**src/rtl/io_load_sequencer.sv**
```systemverilog
// IO load path sequencer: gathers compressed sections for each row, runs the
// decompressor, then hands the row to the DMA at an auto-incrementing RAM base.
module io_load_sequencer #(
  parameter int                     sectionSize = 16,
  parameter int                     rowSize     = 512,
  parameter int                     CNN_ROWS    = 64,
  parameter int                     IMG_ROWS    = 32,
  parameter logic [sectionSize-1:0] CNN_BASE    = 16'h0000,
  parameter logic [sectionSize-1:0] IMG_BASE    = 16'h4000,
  parameter int                     TIMEOUT     = 1023
) (
  input  logic                   clk,
  input  logic                   rst,
  input  logic                   load,
  input  logic                   cnn_img,
  input  logic                   interrupt,
  input  logic                   in_valid,
  input  logic                   decompressor_done,
  input  logic                   dma_done,
  output logic                   io_interface_en,
  output logic                   decompressor_en,
  output logic                   dma_enable,
  output logic [sectionSize-1:0] dma_base,
  output logic [7:0]             row_count,
  output logic                   busy,
  output logic                   done,
  output logic                   aborted,
  output logic                   error
);

  localparam int ROW_WORDS = rowSize / sectionSize;
  localparam int SEC_W     = $clog2(ROW_WORDS);
  localparam int WDOG_W    = $clog2(TIMEOUT + 1);

  typedef enum logic [2:0] {
    IDLE,
    COLLECT,
    DECOMP,
    DMA,
    NEXT,
    FINISH
  } state_e;

  state_e                 state_q, state_d;
  logic [SEC_W-1:0]       secCnt_q, secCnt_d;
  logic [WDOG_W-1:0]      wdog_q, wdog_d;
  logic [7:0]             rowsTarget_q, rowsTarget_d;
  logic [7:0]             rowCount_q, rowCount_d;
  logic [sectionSize-1:0] dmaBase_q, dmaBase_d;
  logic                   aborted_q, aborted_d;
  logic                   error_q, error_d;

  always_ff @(posedge clk) begin
    if (!rst) begin
      state_q      <= IDLE;
      secCnt_q     <= '0;
      wdog_q       <= '0;
      rowsTarget_q <= '0;
      rowCount_q   <= '0;
      dmaBase_q    <= '0;
      aborted_q    <= 1'b0;
      error_q      <= 1'b0;
    end else begin
      state_q      <= state_d;
      secCnt_q     <= secCnt_d;
      wdog_q       <= wdog_d;
      rowsTarget_q <= rowsTarget_d;
      rowCount_q   <= rowCount_d;
      dmaBase_q    <= dmaBase_d;
      aborted_q    <= aborted_d;
      error_q      <= error_d;
    end
  end

  // Interrupt pre-empts everything outside IDLE, including a same-cycle done
  // or accepted section, so those strobes live inside the non-abort branch.
  always_comb begin
    state_d         = state_q;
    secCnt_d        = secCnt_q;
    wdog_d          = wdog_q;
    rowsTarget_d    = rowsTarget_q;
    rowCount_d      = rowCount_q;
    dmaBase_d       = dmaBase_q;
    aborted_d       = 1'b0;
    error_d         = error_q;
    io_interface_en = 1'b0;
    done            = 1'b0;

    if (state_q != IDLE && interrupt) begin
      state_d   = IDLE;
      aborted_d = 1'b1;
    end else begin
      case (state_q)
        IDLE: begin
          if (load) begin
            rowsTarget_d = cnn_img ? 8'(CNN_ROWS) : 8'(IMG_ROWS);
            dmaBase_d    = cnn_img ? CNN_BASE : IMG_BASE;
            rowCount_d   = '0;
            secCnt_d     = '0;
            error_d      = 1'b0;
            state_d      = COLLECT;
          end
        end
        COLLECT: begin
          io_interface_en = in_valid;
          if (in_valid) begin
            secCnt_d = secCnt_q + 1'b1;
            if (secCnt_q == SEC_W'(ROW_WORDS - 1)) begin
              wdog_d  = '0;
              state_d = DECOMP;
            end
          end
        end
        DECOMP: begin
          if (decompressor_done) begin
            wdog_d  = '0;
            state_d = DMA;
          end else if (wdog_q == WDOG_W'(TIMEOUT)) begin
            error_d = 1'b1;
            state_d = IDLE;
          end else begin
            wdog_d = wdog_q + 1'b1;
          end
        end
        DMA: begin
          if (dma_done) begin
            wdog_d  = '0;
            state_d = NEXT;
          end else if (wdog_q == WDOG_W'(TIMEOUT)) begin
            error_d = 1'b1;
            state_d = IDLE;
          end else begin
            wdog_d = wdog_q + 1'b1;
          end
        end
        NEXT: begin
          rowCount_d = rowCount_q + 8'd1;
          dmaBase_d  = dmaBase_q + sectionSize'(ROW_WORDS);
          state_d    = (rowCount_d == rowsTarget_q) ? FINISH : COLLECT;
        end
        FINISH: begin
          done    = 1'b1;
          state_d = IDLE;
        end
        default: state_d = IDLE;
      endcase
    end
  end

  assign decompressor_en = (state_q == DECOMP);
  assign dma_enable      = (state_q == DMA);
  assign busy            = (state_q != IDLE);
  assign dma_base        = dmaBase_q;
  assign row_count       = rowCount_q;
  assign aborted         = aborted_q;
  assign error           = error_q;

endmodule
```
**config.mk**
```make
export PLATFORM = sky130hd
export DESIGN_NAME = io_load_sequencer
export DESIGN_NICKNAME = d
export VERILOG_FILES = /design/src/rtl/io_load_sequencer.sv
export SDC_FILE = /design/constraint.sdc
export NUM_CORES = 1
export LEC_CHECK = 0
export BUFFER_PORTS_ARGS = -buffer_cell sky130_fd_sc_hd__buf_4
export CAP_MARGIN = 10
export CELL_PAD_IN_SITES_DETAIL_PLACEMENT = 1
export CELL_PAD_IN_SITES_GLOBAL_PLACEMENT = 1
export CORE_MARGIN = 4
export CORE_UTILIZATION = 43
export CTS_BUF_LIST = sky130_fd_sc_hd__clkbuf_8
export CTS_CLUSTER_DIAMETER = 80
export DETAILED_ROUTE_END_ITERATION = 10
export PLACE_DENSITY_LB_ADDON = 0.1
export SETUP_SLACK_MARGIN = 0.4
export SLEW_MARGIN = 15
export SYNTH_ARGS = -nofsm -noshare
export SYNTH_HDL_FRONTEND = slang
export SYNTH_SLANG_ARGS = --single-unit
```
**constraint.sdc**
```tcl
create_clock -name clk -period 1.9 [get_ports clk]
set_input_delay 0.19 -clock clk [delete_from_list [all_inputs] [get_ports clk]]
set_output_delay 0.19 -clock clk [all_outputs]
set_load 0.02 [all_outputs]
```
; ---- Yosys cells after proc, flatten, opt, wreduce, memory -nomap -nowiden
; Index checks and enable logic that the tools add are counted.
[totals]
ff_bits = 52
input_bits = 8
out_inout_bits = 31
[op_classes]
muxes = 33
n_reduce_logical = 14
eq_ne = 13
n_addsub = 4
bitwise = 2
[op_table]
columns = op, n
row1 = 2-to-1 mux 10 bit, 5
row2 = case mux 16 bit (2 select lines), 1
row3 = case mux 10 bit (3 select lines), 1
row4 = 2-to-1 mux 3 bit, 7
row5 = adder 16 x 6 -> 16 bit (second input constant), 1
row6 = 2-to-1 mux 16 bit, 1
row7 = case mux 8 bit (2 select lines), 1
row8 = 2-to-1 mux 15 bit, 1
row9 = case mux 3 bit (5 select lines), 1
row10 = adder 10 x 1 -> 10 bit (second input constant), 1
row11 = == test 10 bit (second input constant), 1
row12 = 2-to-1 mux 5 bit, 2
row13 = inequality test 2 bit (second input constant), 5
row14 = case mux 5 bit (2 select lines), 1
row15 = 2-to-1 mux 1 bit, 9
row16 = AND reduction 3 bit, 3
row17 = nonzero test 3 bit, 3
row18 = adder 8 x 1 -> 8 bit (second input constant), 1
row19 = == test 8 bit, 1
row20 = 2-to-1 mux 8 bit, 1
row21 = AND reduction 4 bit, 2
row22 = 2-to-1 mux 7 bit, 1
row23 = == test 3 x 2 -> 1 bit (second input constant), 2
row24 = == test 3 bit (second input constant), 2
row25 = other kinds (10), 12

; ---- Depth between registers and ports, before layout
[depth]
word_depth = 4
depth_mapped = 8
ltp_nobuf = 8

; ---- Worst setup path after synthesis
; No wires, ideal clock.
[synth_path]
kind = register to register
from = register secCnt_q[0]
to = register wdog_q[5]
stages_incl_launch_ff = 9
path_slack_ns = 0.248
period_less_slack_ns = 1.652
setup_ns = 0.130
arrival_ns = 1.522
cell_sequence = dfxtp_1 > ha_1 > and3_1 > ha_1 > a31o_2 > nand2_2 > nor4_1 > xnor2_1 > nor2_1
[synth_between]
elab_chain_len = 3
[synth_lines]
columns = item, line
row1 = "start, declared", 45  ; logic [SEC_W-1:0] secCnt_q, secCnt_d;
row2 = "start signal, assigned", 65  ; secCnt_q <= secCnt_d;
row3 = == test 5 bit, 108  ; if (secCnt_q == SEC_W'(ROW_WORDS - 1)) begin
row4 = inequality test 2 bit (no line), -
row5 = AND reduction 4 bit (no line), -
row6 = "end signal, assigned", 66  ; wdog_q <= wdog_d;
row7 = "end, declared", 46  ; logic [WDOG_W-1:0] wdog_q, wdog_d;
; No other way between the ends.
; A chain may end at the register's enable or synchronous reset.

; ---- Worst setup path in the final report
[layout_path]
from = register secCnt_q[0]
to = register wdog_q[2]
; Same word-level chain as after synthesis.

==> impl_metrics.csv <==
group,metric,value,unit
layout,antenna_cells,0,
timing,fin_crit,1.64,ns
placed_design,hpwl,4.32,mm
global_route,grt_overflow_total,0,
timing,hold_viol_final,0,
synthesis,synth_compound_area_share,16.7,%
timing,tightest_slew,0.541,ns
global_route,grt_pass1_wl,10.6,mm
synthesis,synth_fa_ha_area_share,2.78,%
detailed_routing,avgRoutedWirePerCell,17.5,µm
setup_path,cp_data_required_time,2.13,ns
synthesis,synth_xor_area_share,7.39,%
synthesis,yosysUniqueCellTypes,48,
global_route,grt_pass1_vias,2203,
placed_design,gp_congestion,0.783,
setup_path,crit_top_cell,"ha_4",
placed_design,dp_cells,371,
synthesis,synthesis.area,0.00225,mm²
synthesis,ys_warn_count,0,
global_route,antenna_found_initial,0,
timing,slew_headroom,63.8,%
synthesis,synthArstFlopShare,0,%
pwr,leakage,1.19,nW
layout,finalInstanceArea,0.00310,mm²
timing,fmax,609,MHz
synthesis,synthCells,274,
min_path,hold_class,"in -> reg",
setup_path,cp_num_buf_inv,0,
detailed_routing,vias,2205,
setup_path,crit_fanout,4,
outcome,status,"finished, final reports clean",
layout,layout.cells.non_filler,394,
timing,setup_viol,0,
floorplan,ios,39,
timing,rsz0062_at_grt,"true",
pwr,max-vdd-ir-drop,0.438,mV
detailed_routing,drt-total-wl,6.90,mm
clock_network,clk_pin_slew,0.08,ns
layout,syn2layout_area_growth,37.8,%
synthesis,synth_area_per_cell,8.22,µm²
floorplan,dieArea,0.00646,mm²
clock_network,htree_num_levels,2,
detailed_routing,first_pass_iters,4,
layout,drive_gt1_share,37.3,%
synthesis,synth_top_family_by_area,"simple AND/OR/NAND/NOR gates",
detailed_routing,drtIter0Drc,75,
timing,fin_crit_sh,86.4,%
detailed_routing,drc_errors,0,
synthesis,synth-seq-area-share,36.4,%
synthesis,synthMuxAreaShare,0.444,%
setup_path,crit_family,"simple AND/OR/NAND/NOR gates",
floorplan,die_y,80.4,µm
placed_design,placed_area,0.00264,mm²
clock_network,clock_sinks,41,
global_route,track_usage,20.7,%
synthesis,yosys.area_share.simple,31.0,%
global_route,grt_max_degree,25,
timing,finClkSkew,0.00709,ns
flow_run,max_cap_violations,0,
clock_network,root_buffer,"clkbuf_8",
clock_network,clock_latency,0.29,ns
synthesis,synthFlopType,"dfxtp_1",
pwr,power_density,564,mW/mm²
layout,finalNetCount,337,
synthesis,synth_edf_count,0,
setup_path,cp-end-kind,"flop",
setup_path,slowest_delay,0.36,ns
clock_network,clockBufferDepth,2,
setup_path,path_cells,"ha_4 -> and3_4 -> ha_4 -> a31o_4 -> nand3_4 -> or3_1 -> a21oi_1",
clock_network,cts_buffers,5,
floorplan,core.rowCount,26,
timing,setup_tns,0,ns
timing,maxSlewViolCount,0,
placed_design,numPortBuffers,33,
setup_path,start_kind,"flop",
timing,whs,0.169,ns
floorplan,design.core.area,0.00511,mm²
clock_network,cts_tree,"built",
setup_path,cp_slowest_cell,"dfxtp_2",
layout,layout_commonest_cell,"buf_4",
floorplan,die_w,80.4,µm
detailed_routing,via_per_inst,5.60,
synthesis,synth_seq_cells,41,
layout,final_cell_mix,"buf_4, dfxtp_1, nor2_1",
setup_path,critPathArrivalTime,1.87,ns
floorplan,start_util,44.1,%
detailed_routing,antenna_left,0,
pwr,power,1.75,mW
setup_path,crit_type,"reg -> reg",
==> repair_timing <==
item | in CTS | in global routing
pin swaps | 6 | 12
endpoints found under the setup margin | 37 | 26
resized for setup | 25 | 33
buffers inserted | 2 | 14
hold buffers | 0 | 0
==> synth_stat cells, types with 4 or more instances <==
master,number,share of area [%]
buf_2,5,1.1
a31oi_1,5,1.4
o21ai_0,12,2.7
ha_1,5,2.8
nand2_1,15,2.5
nor2b_1,12,3.3
and3_1,7,1.9
nand3_1,15,3.3
nor3_1,11,2.4
buf_4,6,2.0
nand2b_1,6,1.7
clkbuf_1,8,1.3
xnor2_1,7,2.7
nand4_1,14,3.9
a21oi_1,16,3.6
dfxtp_1,41,36
a21boi_0,4,1.3
nor2_1,27,4.5
or3_1,5,1.4
xor2_1,12,4.7
==> layer usage <==
metal  global-route usage [%]  up-vias  share of wire [%]
met5                        0        -                  0
met4                     6.59        0                1.9
met3                     3.70       11                3.3
met2                     34.0       42                 50
met1                     27.3     1080                 45
li1                         -     1072                  -
==> sequential cells by signal (all words and copies together), names as in the netlist <==
signal        count
wdog_q           10
dma_base         11
state_q           3
aborted           1
secCnt_q          5
row_count         8
error             1
rowsTarget_q      2
==> area by class of cell <==
type,count,area (µm²)
clock inverter,2,35.0
tap,70,87.6
fill,605,2000
timing repair buffer,59,474
multi-input combinational,216,1590
sequential,41,843
clock buffer,5,68.8
inverter,1,3.75
==> power by group <==
part | internal [mW] | switching, mW
Combinational | 0.0836 | 0.109
Clock | 0.382 | 0.303
Sequential | 0.862 | 0.0100
==> worst register-to-register path: cells and delay by family, from the launching register on <==
family / cells / cell delay [ns]
flip-flops: 1 / 0.36
adder cells (fa/ha/maj): 2 / 0.26
AND/OR/NAND/NOR: 3 / 0.63
AO/OA/AOI/OAI: 2 / 0.33
==> worst paths after layout <==
| path | from | end | slack, ns | cells past startpoint |
|---|---|---|---|---|
| worst min register to register | secCnt_q[4]$_SDFFE_PN0P_ | secCnt_q[4]$_SDFFE_PN0P_ | 0.52 | 2 |
| worst max register to register | secCnt_q[0]$_SDFFE_PN0P_ | wdog_q[2]$_SDFFE_PN0P_ | 0.26 | 7 |
| worst max-delay path | secCnt_q[0]$_SDFFE_PN0P_ | wdog_q[2]$_SDFFE_PN0P_ | 0.26 | 7 |
| worst min-delay path | cnn_img | rowsTarget_q[6]$_SDFFE_PN0P_ | 0.17 | 3 |
==> through the flow <==
stage               utilization [%]  worst slack (ns)
floorplan                         -             0.350
global placement               51.8             0.214
detailed placement             51.8             0.191
CTS                            56.0             0.250
global route                   60.8             0.170
finish                         60.8             0.258
==> cell families (layout without fill, tap and decap cells) <==
| family | count (synthesis) | in the layout |
|---|---|---|
| AND/OR/NAND/NOR | 129 | 129 |
| buffers and inverters | 21 | 67 |
| multiplexers | 1 | 1 |
| other | 1 | 5 |
| flip-flops | 41 | 41 |
| XOR/XNOR | 19 | 19 |
| AO/OA/AOI/OAI | 57 | 57 |
| adder cells (fa/ha/maj) | 5 | 5 |
Power figures use the tool's default switching activity.
